[src/rtl/tone_pkg.sv]
// ---------------------------------------------------------------------------
// tone_pkg
// Shared definitions for the tone sequencer slice.
//   state_t        : FSM state encoding (IDLE, LOAD, PLAY, MANUAL)
//   NUM_NOTES_MAX  : size of the tone table
//   DWELL_W        : width of the dwell counter / dwell input
//   TONE_TABLE     : half-period counts at 50 MHz for C5..C6
//   tone_lookup()  : table read by a 3-bit index
// ---------------------------------------------------------------------------
package tone_pkg;

   typedef enum logic [1:0] {
      ST_IDLE   = 2'd0,
      ST_LOAD   = 2'd1,
      ST_PLAY   = 2'd2,
      ST_MANUAL = 2'd3
   } state_t;

   localparam int NUM_NOTES_MAX = 8;
   localparam int DWELL_W       = 32;

   localparam logic [31:0] TONE_TABLE [0:NUM_NOTES_MAX-1] = '{
      32'd47778, 32'd42590, 32'd37936, 32'd35816,
      32'd31888, 32'd28409, 32'd25303, 32'd23889
   };

   function automatic logic [31:0] tone_lookup(input logic [2:0] sel);
      return TONE_TABLE[sel];
   endfunction

endpackage

[src/rtl/tone_dwell_timer.sv]
// ---------------------------------------------------------------------------
// tone_dwell_timer
// Down-counter that measures how many PLAY cycles a note has left.
//   clock_in : system clock
//   reset    : asynchronous active-high reset, clears the count to 0
//   load     : reload the count from value (asserted while the FSM is in LOAD)
//   value    : reload value, already clamped to at least 1 by the caller
//   expired  : high while the count sits at 1, i.e. the current cycle is the
//              last PLAY cycle of the note
// ---------------------------------------------------------------------------
module tone_dwell_timer
   import tone_pkg::*;
(
   input  logic               clock_in,
   input  logic               reset,
   input  logic               load,
   input  logic [DWELL_W-1:0] value,
   output logic               expired
);

   logic [DWELL_W-1:0] count;

   // The counter stops at 1 instead of wrapping, so a note whose dwell has
   // expired keeps reporting expiry until the next reload.
   always_ff @(posedge clock_in or posedge reset) begin
      if (reset) begin
         count <= '0;
      end else if (load) begin
         count <= value;
      end else if (count > DWELL_W'(1)) begin
         count <= count - DWELL_W'(1);
      end
   end

   assign expired = (count == DWELL_W'(1));

endmodule

[src/rtl/tone_sequencer.sv]
// ---------------------------------------------------------------------------
// tone_sequencer
// Plays the first NUM_NOTES entries of the tone table in order, each for a
// programmable number of cycles, or holds a single manually selected note.
// The downstream clock divider lives outside this block; it is fed through
// count_end and div_reset.
//   clock_in  : system clock
//   reset     : asynchronous active-high reset
//   start     : starts a sequence when seen in IDLE with mode = 0
//   stop      : aborts a running sequence (LOAD or PLAY)
//   mode      : 0 = sequence mode, 1 = manual mode
//   note_sel  : table index used in manual mode
//   dwell     : PLAY cycles per note, sampled in LOAD (0 behaves as 1)
//   count_end : divisor value for the clock divider
//   div_reset : holds the clock divider in reset while high
//   tone_en   : divider output is a valid tone
//   note_idx  : table index currently driven on count_end
//   busy      : high in LOAD and PLAY
//   done      : one-cycle pulse after the last note completes normally
// ---------------------------------------------------------------------------
module tone_sequencer
   import tone_pkg::*;
#(
   parameter int NUM_NOTES = 8
)(
   input  logic               clock_in,
   input  logic               reset,
   input  logic               start,
   input  logic               stop,
   input  logic               mode,
   input  logic [2:0]         note_sel,
   input  logic [DWELL_W-1:0] dwell,
   output logic [31:0]        count_end,
   output logic               div_reset,
   output logic               tone_en,
   output logic [2:0]         note_idx,
   output logic               busy,
   output logic               done
);

   localparam logic [2:0] LAST_IDX = 3'(NUM_NOTES - 1);

   state_t             state;
   logic [2:0]         idx;
   logic [DWELL_W-1:0] dwell_load;
   logic               dwell_expired;

   // A dwell of 0 would otherwise leave the note with no PLAY cycle at all.
   assign dwell_load = (dwell == '0) ? DWELL_W'(1) : dwell;

   tone_dwell_timer u_dwell (
      .clock_in (clock_in),
      .reset    (reset),
      .load     (state == ST_LOAD),
      .value    (dwell_load),
      .expired  (dwell_expired)
   );

   // Single Moore FSM. Every output is written alongside the state it
   // belongs to, so all outputs come straight from flops. div_reset is
   // raised on every cycle where the divider sees a new count_end (LOAD, the
   // first MANUAL cycle, the cycle after a manual note change) so the
   // divider restarts cleanly; tone_en is its complement outside IDLE.
   always_ff @(posedge clock_in or posedge reset) begin
      if (reset) begin
         state     <= ST_IDLE;
         idx       <= '0;
         count_end <= '0;
         note_idx  <= '0;
         div_reset <= 1'b1;
         tone_en   <= 1'b0;
         busy      <= 1'b0;
         done      <= 1'b0;
      end else begin
         done <= 1'b0;
         case (state)
            ST_IDLE: begin
               if (mode) begin
                  state     <= ST_MANUAL;
                  count_end <= tone_lookup(note_sel);
                  note_idx  <= note_sel;
                  div_reset <= 1'b1;
                  tone_en   <= 1'b0;
                  busy      <= 1'b0;
               end else if (start) begin
                  state     <= ST_LOAD;
                  idx       <= '0;
                  count_end <= tone_lookup(3'd0);
                  note_idx  <= '0;
                  div_reset <= 1'b1;
                  tone_en   <= 1'b0;
                  busy      <= 1'b1;
               end
            end

            ST_LOAD: begin
               if (stop) begin
                  state     <= ST_IDLE;
                  div_reset <= 1'b1;
                  tone_en   <= 1'b0;
                  busy      <= 1'b0;
               end else begin
                  state     <= ST_PLAY;
                  div_reset <= 1'b0;
                  tone_en   <= 1'b1;
                  busy      <= 1'b1;
               end
            end

            // stop is checked before expiry so an abort on the final cycle
            // of the last note never produces a done pulse.
            ST_PLAY: begin
               if (stop) begin
                  state     <= ST_IDLE;
                  div_reset <= 1'b1;
                  tone_en   <= 1'b0;
                  busy      <= 1'b0;
               end else if (dwell_expired) begin
                  if (idx != LAST_IDX) begin
                     state     <= ST_LOAD;
                     idx       <= idx + 3'd1;
                     count_end <= tone_lookup(idx + 3'd1);
                     note_idx  <= idx + 3'd1;
                     div_reset <= 1'b1;
                     tone_en   <= 1'b0;
                     busy      <= 1'b1;
                  end else begin
                     state     <= ST_IDLE;
                     div_reset <= 1'b1;
                     tone_en   <= 1'b0;
                     busy      <= 1'b0;
                     done      <= 1'b1;
                  end
               end
            end

            ST_MANUAL: begin
               if (!mode) begin
                  state     <= ST_IDLE;
                  div_reset <= 1'b1;
                  tone_en   <= 1'b0;
               end else if (note_sel != note_idx) begin
                  count_end <= tone_lookup(note_sel);
                  note_idx  <= note_sel;
                  div_reset <= 1'b1;
                  tone_en   <= 1'b0;
               end else begin
                  div_reset <= 1'b0;
                  tone_en   <= 1'b1;
               end
            end

            default: begin
               state     <= ST_IDLE;
               div_reset <= 1'b1;
               tone_en   <= 1'b0;
               busy      <= 1'b0;
            end
         endcase
      end
   end

endmodule
[config.mk]
export PLATFORM = sky130hd
export DESIGN_NAME = tone_sequencer
export DESIGN_NICKNAME = d
export VERILOG_FILES = /design/src/rtl/tone_pkg.sv /design/src/rtl/tone_dwell_timer.sv /design/src/rtl/tone_sequencer.sv
export SDC_FILE = /design/constraint.sdc
export NUM_CORES = 1
export LEC_CHECK = 0
export BUFFER_PORTS_ARGS = -buffer_cell sky130_fd_sc_hd__buf_4
export CAP_MARGIN = 20
export CORE_MARGIN = 2
export CORE_UTILIZATION = 43
export CTS_CLUSTER_DIAMETER = 80
export DETAILED_ROUTE_END_ITERATION = 10
export GPL_TIMING_DRIVEN = 0
export MAX_ROUTING_LAYER = met4
export RECOVER_POWER = 50
export SLEW_MARGIN = 20
export SYNTH_ARGS = -nofsm -noshare
export SYNTH_HDL_FRONTEND = slang
export SYNTH_HIERARCHICAL = 1
export SYNTH_SLANG_ARGS = --single-unit
[constraint.sdc]
create_clock -name clock_in -period 5.1 [get_ports clock_in]
set_input_delay 1.53 -clock clock_in [delete_from_list [all_inputs] [get_ports clock_in]]
set_output_delay 1.53 -clock clock_in [all_outputs]
set_load 0.01 [all_outputs]
-- After elaboration in Yosys (flattened, before gate mapping)
Memory sizes are Yosys's and may differ from the RTL's.
Cells that the tools add are included.
- bits in registers: 76
- latch bits: 0
- memory bits (writable): 0
- bits in read-only memories: 512
- bits of input ports: 40
- memories kept: 2
- memory list (memory ; depth ; bits a word ; rd ports ; clocked after Yosys merged registers in ; wr ports ; line ; text):
    (no name shown) ; 8 ; 32 ; 1 ; 0 ; 0 ; tone_pkg.sv:28 ; return TONE_TABLE[sel];
    (no name shown) ; 8 ; 32 ; 1 ; 0 ; 0 ; tone_pkg.sv:28 ;
- add/sub/neg operators: 2
- $mul: 0
- divide/modulo/power cells: 0
- magnitude comparators: 3
- eq/ne operators: 16
- shift-type cells: 0
- multiplexer cells: 58
- bitwise operators: 2
- reduce and logical (&&, ||, !) cells: 11
- operator list (kind ; count):
    two-way mux 32 bit ; 14
    case mux 32 bit (3 select lines) ; 1
    equality test 32 x 1 -> 1 bit (second input constant) ; 1
    > comparator 32 x 1 -> 1 bit (second input constant) ; 1
    zero test 32 bit ; 1
    subtractor 32 x 1 -> 32 bit (second input constant) ; 1
    two-way mux 3 bit ; 8
    two-way mux 1 bit ; 23
    inequality test 2 bit (second input constant) ; 8
    two-way mux 2 bit ; 6
    inequality test 3 bit (second input constant) ; 3
    case mux 3 bit (3 select lines) ; 1
    greater-or-equal comparator 4 bit (second input constant) ; 2
    NOT 3 -> 4 bit ; 2
    case mux 1 bit (4 select lines) ; 2
    case mux 2 bit (4 select lines) ; 1
    AND reduction 7 bit ; 1
    case mux 3 bit (2 select lines) ; 1
    AND reduction 3 bit ; 2
    AND reduction 6 bit ; 1
    nonzero test 3 bit ; 2
    equality test 2 bit (second input constant) ; 2
    nonzero test 2 bit ; 2
    adder 3 x 1 -> 3 bit (second input constant) ; 1
    other kinds (5) ; 5

-- Longest topological paths before layout
Gate-level depths: netlist of the first run.
- depth in word-level cells: 9
- depth in mapped cells: 12
- depth with buffers taken out: 8

-- Cells and area by module
The synthesis of the first run kept the hierarchy.
- modules (own cells, without submodules) (module ; instances ; cells each ; area each (µm²)):
    tone_sequencer ; 1 ; 263 ; 2321.0
    tone_dwell_timer ; 1 ; 225 ; 1965.6

-- Least setup slack after synthesis of the first run
No wires, ideal clock.
- path type: register -> register
- start point: register u_dwell.count[22]
- end point: register count_end[0]
- library setup time: 0.125 ns
- arrival time: 3.491 ns
- required time: 4.975 ns
- path slack: 1.484 ns
- cell stages (with the launch flop): 12
- buffers on the path: 4
- clock period less this slack: 3.616 ns
- cells stage by stage: dfrtp_1 -> or4_4 -> or3_1 -> buf_6 -> or4_4 -> buf_6 -> clkbuf_1 -> nor2_1 -> nor3b_1 -> o221ai_4 -> buf_8 -> mux2_4
- cells in the longest elaborated chain, start to end: 3
- RTL lines (element ; line ; text):
    start: declaration ; tone_dwell_timer.sv:21 ; logic [DWELL_W-1:0] count;
    start signal: assignment ; tone_dwell_timer.sv:29 ; count <= value;
    start signal: assignment ; tone_dwell_timer.sv:31 ; count <= count - DWELL_W'(1);
    equality test 32 x 1 -> 1 bit ; tone_dwell_timer.sv:35 ; assign expired = (count == DWELL_W'(1));
    via dwell_expired ; tone_sequencer.sv:46 ; logic dwell_expired;
    inequality test 2 bit (no line) ; - ;
    AND reduction 7 bit (no line) ; - ;
    end signal: assignment ; tone_sequencer.sv:80 ; count_end <= tone_lookup(note_sel);
    end signal: assignment ; tone_sequencer.sv:88 ; count_end <= tone_lookup(3'd0);
    end signal: assignment ; tone_sequencer.sv:122 ; count_end <= tone_lookup(idx + 3'd1);
    end: declaration ; tone_sequencer.sv:33 ; output logic [31:0] count_end,
The timed path passes the listed nets, and every way through them passes these cells.
A chain may end at the register's enable or synchronous reset.

-- Worst setup path in the final report of the first run
- start point: register u_dwell.count[9]
- end point: register count_end[1]
The elaborated chain is that of the path after synthesis.

==> impl_metrics.csv, run 1 <==
group,metric,value,unit
hold_path,hold_path.startpoint,"div_reset$_DFFE_PP1P_",
logic_synthesis,synth.avg_cell_area,8.784,um^2
cts,cts_tree,"done",
floorplanning,core_area,9729,um^2
logic_synthesis,syn_area,4287,um^2
logic_synthesis,synth-warning-count,6,
worst_setup_path,ff2ff_setup_slack,1.04,ns
logic_synthesis,synth_top_area_frac,0.3386,
place,place_congestion,0.8791,
grt,grt_pass1_wl,18890,um
logic_synthesis,synthCells,488,
floorplanning,fp.dieH,103.8,um
drt,dr.pass1.iters,7,
sta,setup_violations,0,
grt,grt_max_degree,33,
worst_setup_path,r2r-start,"u_dwell/count[9]$_DFFE_PP0P_",
place,dpl.hpwl,8197,um
sta,fmax,0.2461,GHz
cells_and_area,nets,639,
floorplanning,fp.dieW,103.8,um
drt,wl_per_cell,15.28,um
drt,via_per_inst,5.262,
worst_setup_path,cp.required,5.33,ns
drt,drt_iter0_drc,171,
grt,antenna_found_initial,0,
worst_setup_path,critPathLaunchType,"flip-flop",
sta,whs,0.4769,ns
cells_and_area,drive_above_1_share,0.2034,
cells_and_area,syn2layout_area_growth,20.58,%
grt,grt_pass1_vias,3855,
place,io_buffers,61,
sta,min_period_over_period,0.7967,
cts,postCtsSetupBuffers,0,
drt,final_antenna_net_count,0,
sta,period_needed,4.063,ns
sta,hold_viol,0,
drt,drc,0,
logic_synthesis,synth_cell_type_count,62,
worst_setup_path,cpMostUsedCell,"clkbuf_1",
worst_setup_path,crit_path_start,"u_dwell/count[9]$_DFFE_PP0P_",
worst_setup_path,path_class,"flip-flop to flip-flop",
worst_setup_path,critPathMaxStageDelay,0.55,ns
logic_synthesis,async_flop_share,1.000,
cts,cts_resized,0,
sta,slew_violations,0,
floorplanning,rows,36,
sta,maxSlewHeadroom,0.1397,
worst_setup_path,crit_chain,"or4_1 -> or2_2 -> clkbuf_1 -> or4_4 -> buf_6 -> clkbuf_1 -> nor2_1 -> nor3b_1 -> o221ai_4 -> buf_8 -> mux2_4",
place,dp_slack,1.030,ns
worst_setup_path,end_kind,"flip-flop",
cts,cts-root-buf,"clkbuf_8",
power,p_leak,2.197,nW
worst_setup_path,r2r-end,"count_end[1]$_DFFE_PP0P_",
logic_synthesis,synthTopCellsByArea,"dfrtp_1 34%, ha_1 7.0%, clkbuf_1 4.3%",
power,power.density,545.7,nW/um^2
drt,via_count,3752,
sta,rsz0062_at_grt,"false",
floorplanning,start_util,0.4406,
floorplanning,dieArea,10780,um^2
cts,cts_buffers,9,
hold_path,hp-class,"flip-flop to flip-flop",
hold_path,min_path_cells,2,
grt,overflow,0,
logic_synthesis,synth_seq_cells,59,
worst_setup_path,reg2reg_depth,11,
worst_setup_path,cp_max_fo,10,
cells_and_area,n_antenna_cell,0,
cts,cts_buffer_depth,2,
logic_synthesis,synth_edf_count,0,
sta,worstMarginPinSlew,1.289,ns
logic_synthesis,synthFlopType,"dfrtp_1",
logic_synthesis,synthTopCellsByCount,"58 x dfrtp_1, 49 x clkbuf_1, 34 x nor2_1",
cts,clock_latency,0.35,ns
cts,cts_hold_buf,0,
sta,final.setup.tns,0,ns
worst_setup_path,cp_slowest_cell,"or4_4",
worst_setup_path,arrival,4.30,ns
cells_and_area,final_util,0.5313,
floorplanning,io_pins,79,
logic_synthesis,yosys.area.top_type,"dfrtp_1",
power,irDropWorstVdd,206.7,uV
sta,setup_ws,1.037,ns
logic_synthesis,seq_area_frac_synth,0.3447,
cts,cts.clk_slew.worst_paths,0.07,ns
outcome,status,"finished, final reports clean",
cts,cts.sinks,59,
run,drv_cap,0,
sta,fin_skew,0.009917,ns
power,total_power,2.821,mW
logic_synthesis,synth_most_common_cell,"dfrtp_1",
cts,ctsHtreeMaxLevel,3,
drt,routed_wl,10900,um
hold_path,hold_end,"div_reset$_DFFE_PP1P_",
grt,grt_use_total,0.2207,
cells by family (layout without fill, tap and decap cells):
logic type                 count (synthesis)  count (layout)  synth area share
and+or+nand+nor                          146             146            0.1839
buffers and inverters                     99             176            0.1092
muxes                                     29              29           0.08056
xor gates and xnor gates                  14              14           0.03036
other                                      1              16         0.0008748
DFF                                       59              59            0.3447
adders and majority gates                 24              24           0.07005
AOI/OAI and AO/OA                        116             116            0.1804
area by class of cell:
type                    count  area, um^2
flip-flops and latches     59        1478
multi-input cells         345        2397
well taps                 133       166.4
clock buffers              13       178.9
plain buffers              72       366.6
repair buffers             61       412.9
fillers                   966        4561
inverters                  27       101.3
clock inverters             3       67.56
state kept, by name (all words and copies together) (netlist names):
signal / cells
busy: 1
count_end: 16
div_reset: 1
done: 1
idx: 3
note_idx: 2
state: 2
tone_en: 1
u_dwell/count: 32
report_power, final:
part / switching, mW / internal [mW] / leakage (nW)
Sequential: 0.190 / 0.694 / 0.701
Clock: 0.200 / 0.329 / 0.122
Combinational: 0.751 / 0.657 / 1.37
worst max-delay path: cells and delay by family (launching register included):
kind            cells  cell delay [ns]
compound gates      1             0.29
flops               1             0.42
buf+inv             4             0.85
mux                 1             0.29
simple gates        5             2.08
metal layers:
metal / track usage / vias to the layer above / share of wire
met5: - / - / 0
met1: 0.2645 / 1746 / 0.43
met3: 0.03147 / 26 / 0.049
met4: 0.08687 / 0 / 0.019
met2: 0.3755 / 123 / 0.50
li1: - / 1857 / -
per-stage QoR:
stage | std cells | instance area, um^2
2_1_floorplan | 503 | 4343
3_3_place_gp | 697 | 4967
3_5_place_dp | 697 | 4967
4_1_cts | 713 | 5214
5_1_grt | 713 | 5169
6_report | 713 | 5169
placed cells by master (no fill, tap or decap), types with 4 or more instances in the layout:
| master | count |
|---|---|
| clkbuf_8 | 13 |
| o22ai_1 | 9 |
| inv_1 | 27 |
| nor2_1 | 34 |
| dfrtp_1 | 58 |
| a31oi_1 | 5 |
| o21ai_0 | 31 |
| mux2_4 | 8 |
| o31ai_1 | 8 |
| nor3_1 | 8 |
| xnor2_1 | 11 |
| nand2_1 | 26 |
| nor4_1 | 17 |
| ha_1 | 24 |
| a21oi_1 | 24 |
| a2bb2oi_1 | 9 |
| clkbuf_1 | 61 |
| mux2_2 | 12 |
| buf_4 | 67 |
| conb_1 | 16 |
| mux2i_1 | 9 |
| or4_1 | 7 |
| nand2b_1 | 11 |
| and2_1 | 7 |
| o41ai_1 | 4 |
| or3_1 | 14 |
worst max path at each step:
stage / to / slack [ns] / cells after the start
CTS: count_end[1]$_DFFE_PP0P_ / 1.01 / 11
global route: idx[2]$_DFFE_PP0P_ / 0.70 / 11
detailed placement: note_idx[1]$_DFFE_PP0P_ / 1.03 / 11
finish: count_end[1]$_DFFE_PP0P_ / 1.04 / 11
floorplan: count_end[0]$_DFFE_PP0P_ / 1.48 / 11
global placement: count_end[4]$_DFFE_PP0P_ / 1.03 / 11
Power figures use the tool's default switching activity.
==> run 2, diff against run 1 <==
--- a/config.mk
+++ b/config.mk
@@ -13,6 +13,7 @@
 export DETAILED_ROUTE_END_ITERATION = 10
 export GPL_TIMING_DRIVEN = 0
 export MAX_ROUTING_LAYER = met4
+export PLACE_DENSITY = 0.67
 export RECOVER_POWER = 50
 export SLEW_MARGIN = 20
 export SYNTH_ARGS = -nofsm -noshare
==> constraint.sdc (replaced) <==
create_clock -name clock_in -period 3.7 [get_ports clock_in]
set_input_delay 1.11 -clock clock_in [delete_from_list [all_inputs] [get_ports clock_in]]
set_output_delay 1.11 -clock clock_in [all_outputs]
set_load 0.01 [all_outputs]
==> run 2 against run 1 <==
Net effect: design area down 0.31%; power up 34%; worst hold slack better by 0.0088 ns; global-route usage down 0.89 points; wire length down 2.1%; clock-buffer cell count unchanged; non-clock buffer count up 6; setup slack worse by 0.83 ns; via count up 0.77%; clock power down 2%; first-iteration DRC count up 20%; largest power group unchanged; highest routed layer unchanged.
==> impl_metrics.csv, run 2 (synthesis gave the netlist of run 1 again) <==
group,metric,value,unit
drt,wl_per_cell,14.83,um
drt,via_count,3781,
worst_setup_path,critPathMaxStageDelay,0.55,ns
sta,period_needed,3.495,ns
floorplanning,core_area,9729,um^2
cts,cts_buffers,9,
worst_setup_path,crit_path_start,"u_dwell/count[9]$_DFFE_PP0P_",
floorplanning,fp.dieW,103.8,um
sta,final.setup.tns,0,ns
drt,drt_iter0_drc,205,
sta,fin_skew,0.008285,ns
cells_and_area,largest_register,"u_dwell/count",
grt,antenna_found_initial,0,
cells_and_area,drive_above_1_share,0.2133,
cells_and_area,n_antenna_cell,0,
power,intPower,2.195,mW
worst_setup_path,crit_chain,"or4_1 -> or2_2 -> clkbuf_1 -> or4_4 -> buf_6 -> nor2_2 -> nor3b_4 -> o221ai_4 -> buf_8 -> mux2_4",
cells_and_area,syn2layout_area_growth,20.20,%
worst_setup_path,arrival,3.73,ns
grt,grt_use_total,0.2118,
drt,routed_wl,10660,um
cts,cts_hold_buf,0,
floorplanning,fp.dieH,103.8,um
grt,grt_max_degree,33,
worst_setup_path,critPathLaunchType,"flip-flop",
cts,cts.clk_slew.worst_paths,0.07,ns
cells_and_area,final_util,0.5296,
worst_setup_path,cp_slowest_cell,"or4_1",
sta,min_period_over_period,0.9447,
hold_path,hold_path.startpoint,"div_reset$_DFFE_PP1P_",
power,p_clk_frac,0.137,
sta,hold_viol,0,
worst_setup_path,r2r-start,"u_dwell/count[9]$_DFFE_PP0P_",
floorplanning,start_util,0.4406,
cells_and_area,multiInputGateArea,2415,um^2
drt,via_per_inst,5.259,
place,dpl.hpwl,7948,um
cts,cts.sinks,59,
sta,slew_violations,0,
drt,drc,0,
floorplanning,rows,36,
power,p_comb_frac,0.539,
power,irDropWorstVdd,326.5,uV
cells_and_area,largest_reg_flops,32,
cells_and_area,final_cell_mix,"74 x buf_4, 63 x clkbuf_1, 58 x dfrtp_1, 33 x nor2_1, 31 x o21ai_0",
cts,cts_tree,"done",
worst_setup_path,cp_max_fo,19,
cells_and_area,layout_commonest_cell,"buf_4",
cells_and_area,reg_top3,"u_dwell/count x32, count_end x16, idx x3",
power,p_sw,1.573,mW
worst_setup_path,cp.required,3.94,ns
worst_setup_path,ff2ff_setup_slack,0.20,ns
grt,grt_pass1_wl,18000,um
sta,maxSlewHeadroom,0.1534,
cts,cts_buffer_depth,2,
cells_and_area,nets,645,
run,drv_cap,0,
place,place_congestion,0.8789,
worst_setup_path,path_delay_family,"simple AND/OR/NAND/NOR gates",
power,power.density,731.3,nW/um^2
power,swShare,0.4174,
cts,clock_latency,0.36,ns
cts,ctsHtreeMaxLevel,3,
outcome,status,"finished, final reports clean",
power,p_leak,2.195,nW
cells_and_area,n_fill_cell,950,
sta,rsz0062_at_grt,"false",
drt,dr.pass1.iters,5,
hold_path,hp-class,"flip-flop to flip-flop",
worst_setup_path,path_class,"flip-flop to flip-flop",
cells_and_area,regArea,1478,um^2
grt,overflow,0,
grt,grt_pass1_vias,3741,
worst_setup_path,end_kind,"flip-flop",
floorplanning,io_pins,79,
worst_setup_path,critPathBufInv,3,
cts,cts-root-buf,"clkbuf_8",
sta,fmax,0.2861,GHz
power,seqPwrFrac,0.323,
floorplanning,dieArea,10780,um^2
drt,final_antenna_net_count,0,
place,io_buffers,61,
sta,worstMarginPinSlew,1.269,ns
sta,setup_violations,0,
==> run 2: cell count changes in the layout (fill, tap and decap cells not counted) <==
| cell | delta |
|---|---|
| a21oi_1 | -1 |
| a21oi_2 | +1 |
| buf_4 | +7 |
| bufinv_16 | -2 |
| clkbuf_1 | +2 |
| clkbuf_8 | -3 |
| clkinv_2 | +3 |
| clkinvlp_4 | -1 |
| nor2_1 | -1 |
| nor2_2 | +1 |
| nor3b_1 | -1 |
| nor3b_4 | +1 |
==> run 2: worst reg2reg max path: stages (launching register included) <==
cell      delay, ns
dfrtp_1        0.42
or4_1          0.55
or2_2          0.31
clkbuf_1       0.24
or4_4          0.54
buf_6          0.18
nor2_2         0.14
nor3b_4        0.26
o221ai_4       0.21
buf_8          0.22
mux2_4         0.30
==> run 2: layer usage <==
layer / part of all wire / routed length, um / up-vias / global-route usage
li1: - / - / 1871 / -
met1: 0.44 / 4691 / 1751 / 0.2591
met2: 0.47 / 5062 / 146 / 0.3440
met3: 0.068 / 728 / 13 / 0.04657
met4: 0.017 / 182 / 0 / 0.07915
met5: 0 / 0 / - / -
==> run 2: path summary, 6_finish.rpt <==
kind | depth (start not counted) | to
worst max-delay path | 10 | note_idx[1]$_DFFE_PP0P_
worst min-delay path | 2 | div_reset$_DFFE_PP1P_
worst max register to register | 10 | note_idx[1]$_DFFE_PP0P_
worst min register to register | 2 | div_reset$_DFFE_PP1P_
max in group asynchronous | 2 | u_dwell/count[4]$_DFFE_PP0P_
min in group asynchronous | 2 | idx[0]$_DFFE_PP0P_
==> run 2: final cells by class <==
cell class,instances,area share
Buffer,71,0.07042
Clock buffer,13,0.02890
Clock inverter,3,0.002914
Inverter,27,0.01967
Multi-Input combinational cell,345,0.4687
Sequential cell,59,0.2868
Tap cell,133,0.03230
Timing Repair Buffer,68,0.09034
==> run 2: stage by stage <==
stage          setup WS (ns)  instances  area (um^2)  hold WS [ns]  power (mW)
2_1_floorplan        0.08359        503         4343        0.4846       2.597
3_3_place_gp         -0.3589        697         4967        0.4703       3.145
3_5_place_dp         -0.3787        697         4967        0.4814       3.196
4_1_cts               0.1575        712         5141        0.4914       3.725
5_1_grt              0.03328        719         5152        0.5231       4.079
6_report              0.2046        719         5152        0.4857       3.768
==> run 2: power groups by stage <==
stage	combinational (mW)	clock, mW	sequential (mW)
floorplan	1.39	0	1.21
global placement	1.93	0	1.21
detailed placement	1.97	0	1.23
CTS	1.97	0.536	1.22
global route	2.24	0.562	1.27
finish	2.03	0.518	1.22
==> run 2: what timing repair did <==
item,in CTS,in global routing
setup endpoints to repair,21,10
pin swaps,0,1
setup buffers,0,7
resized for setup,3,1
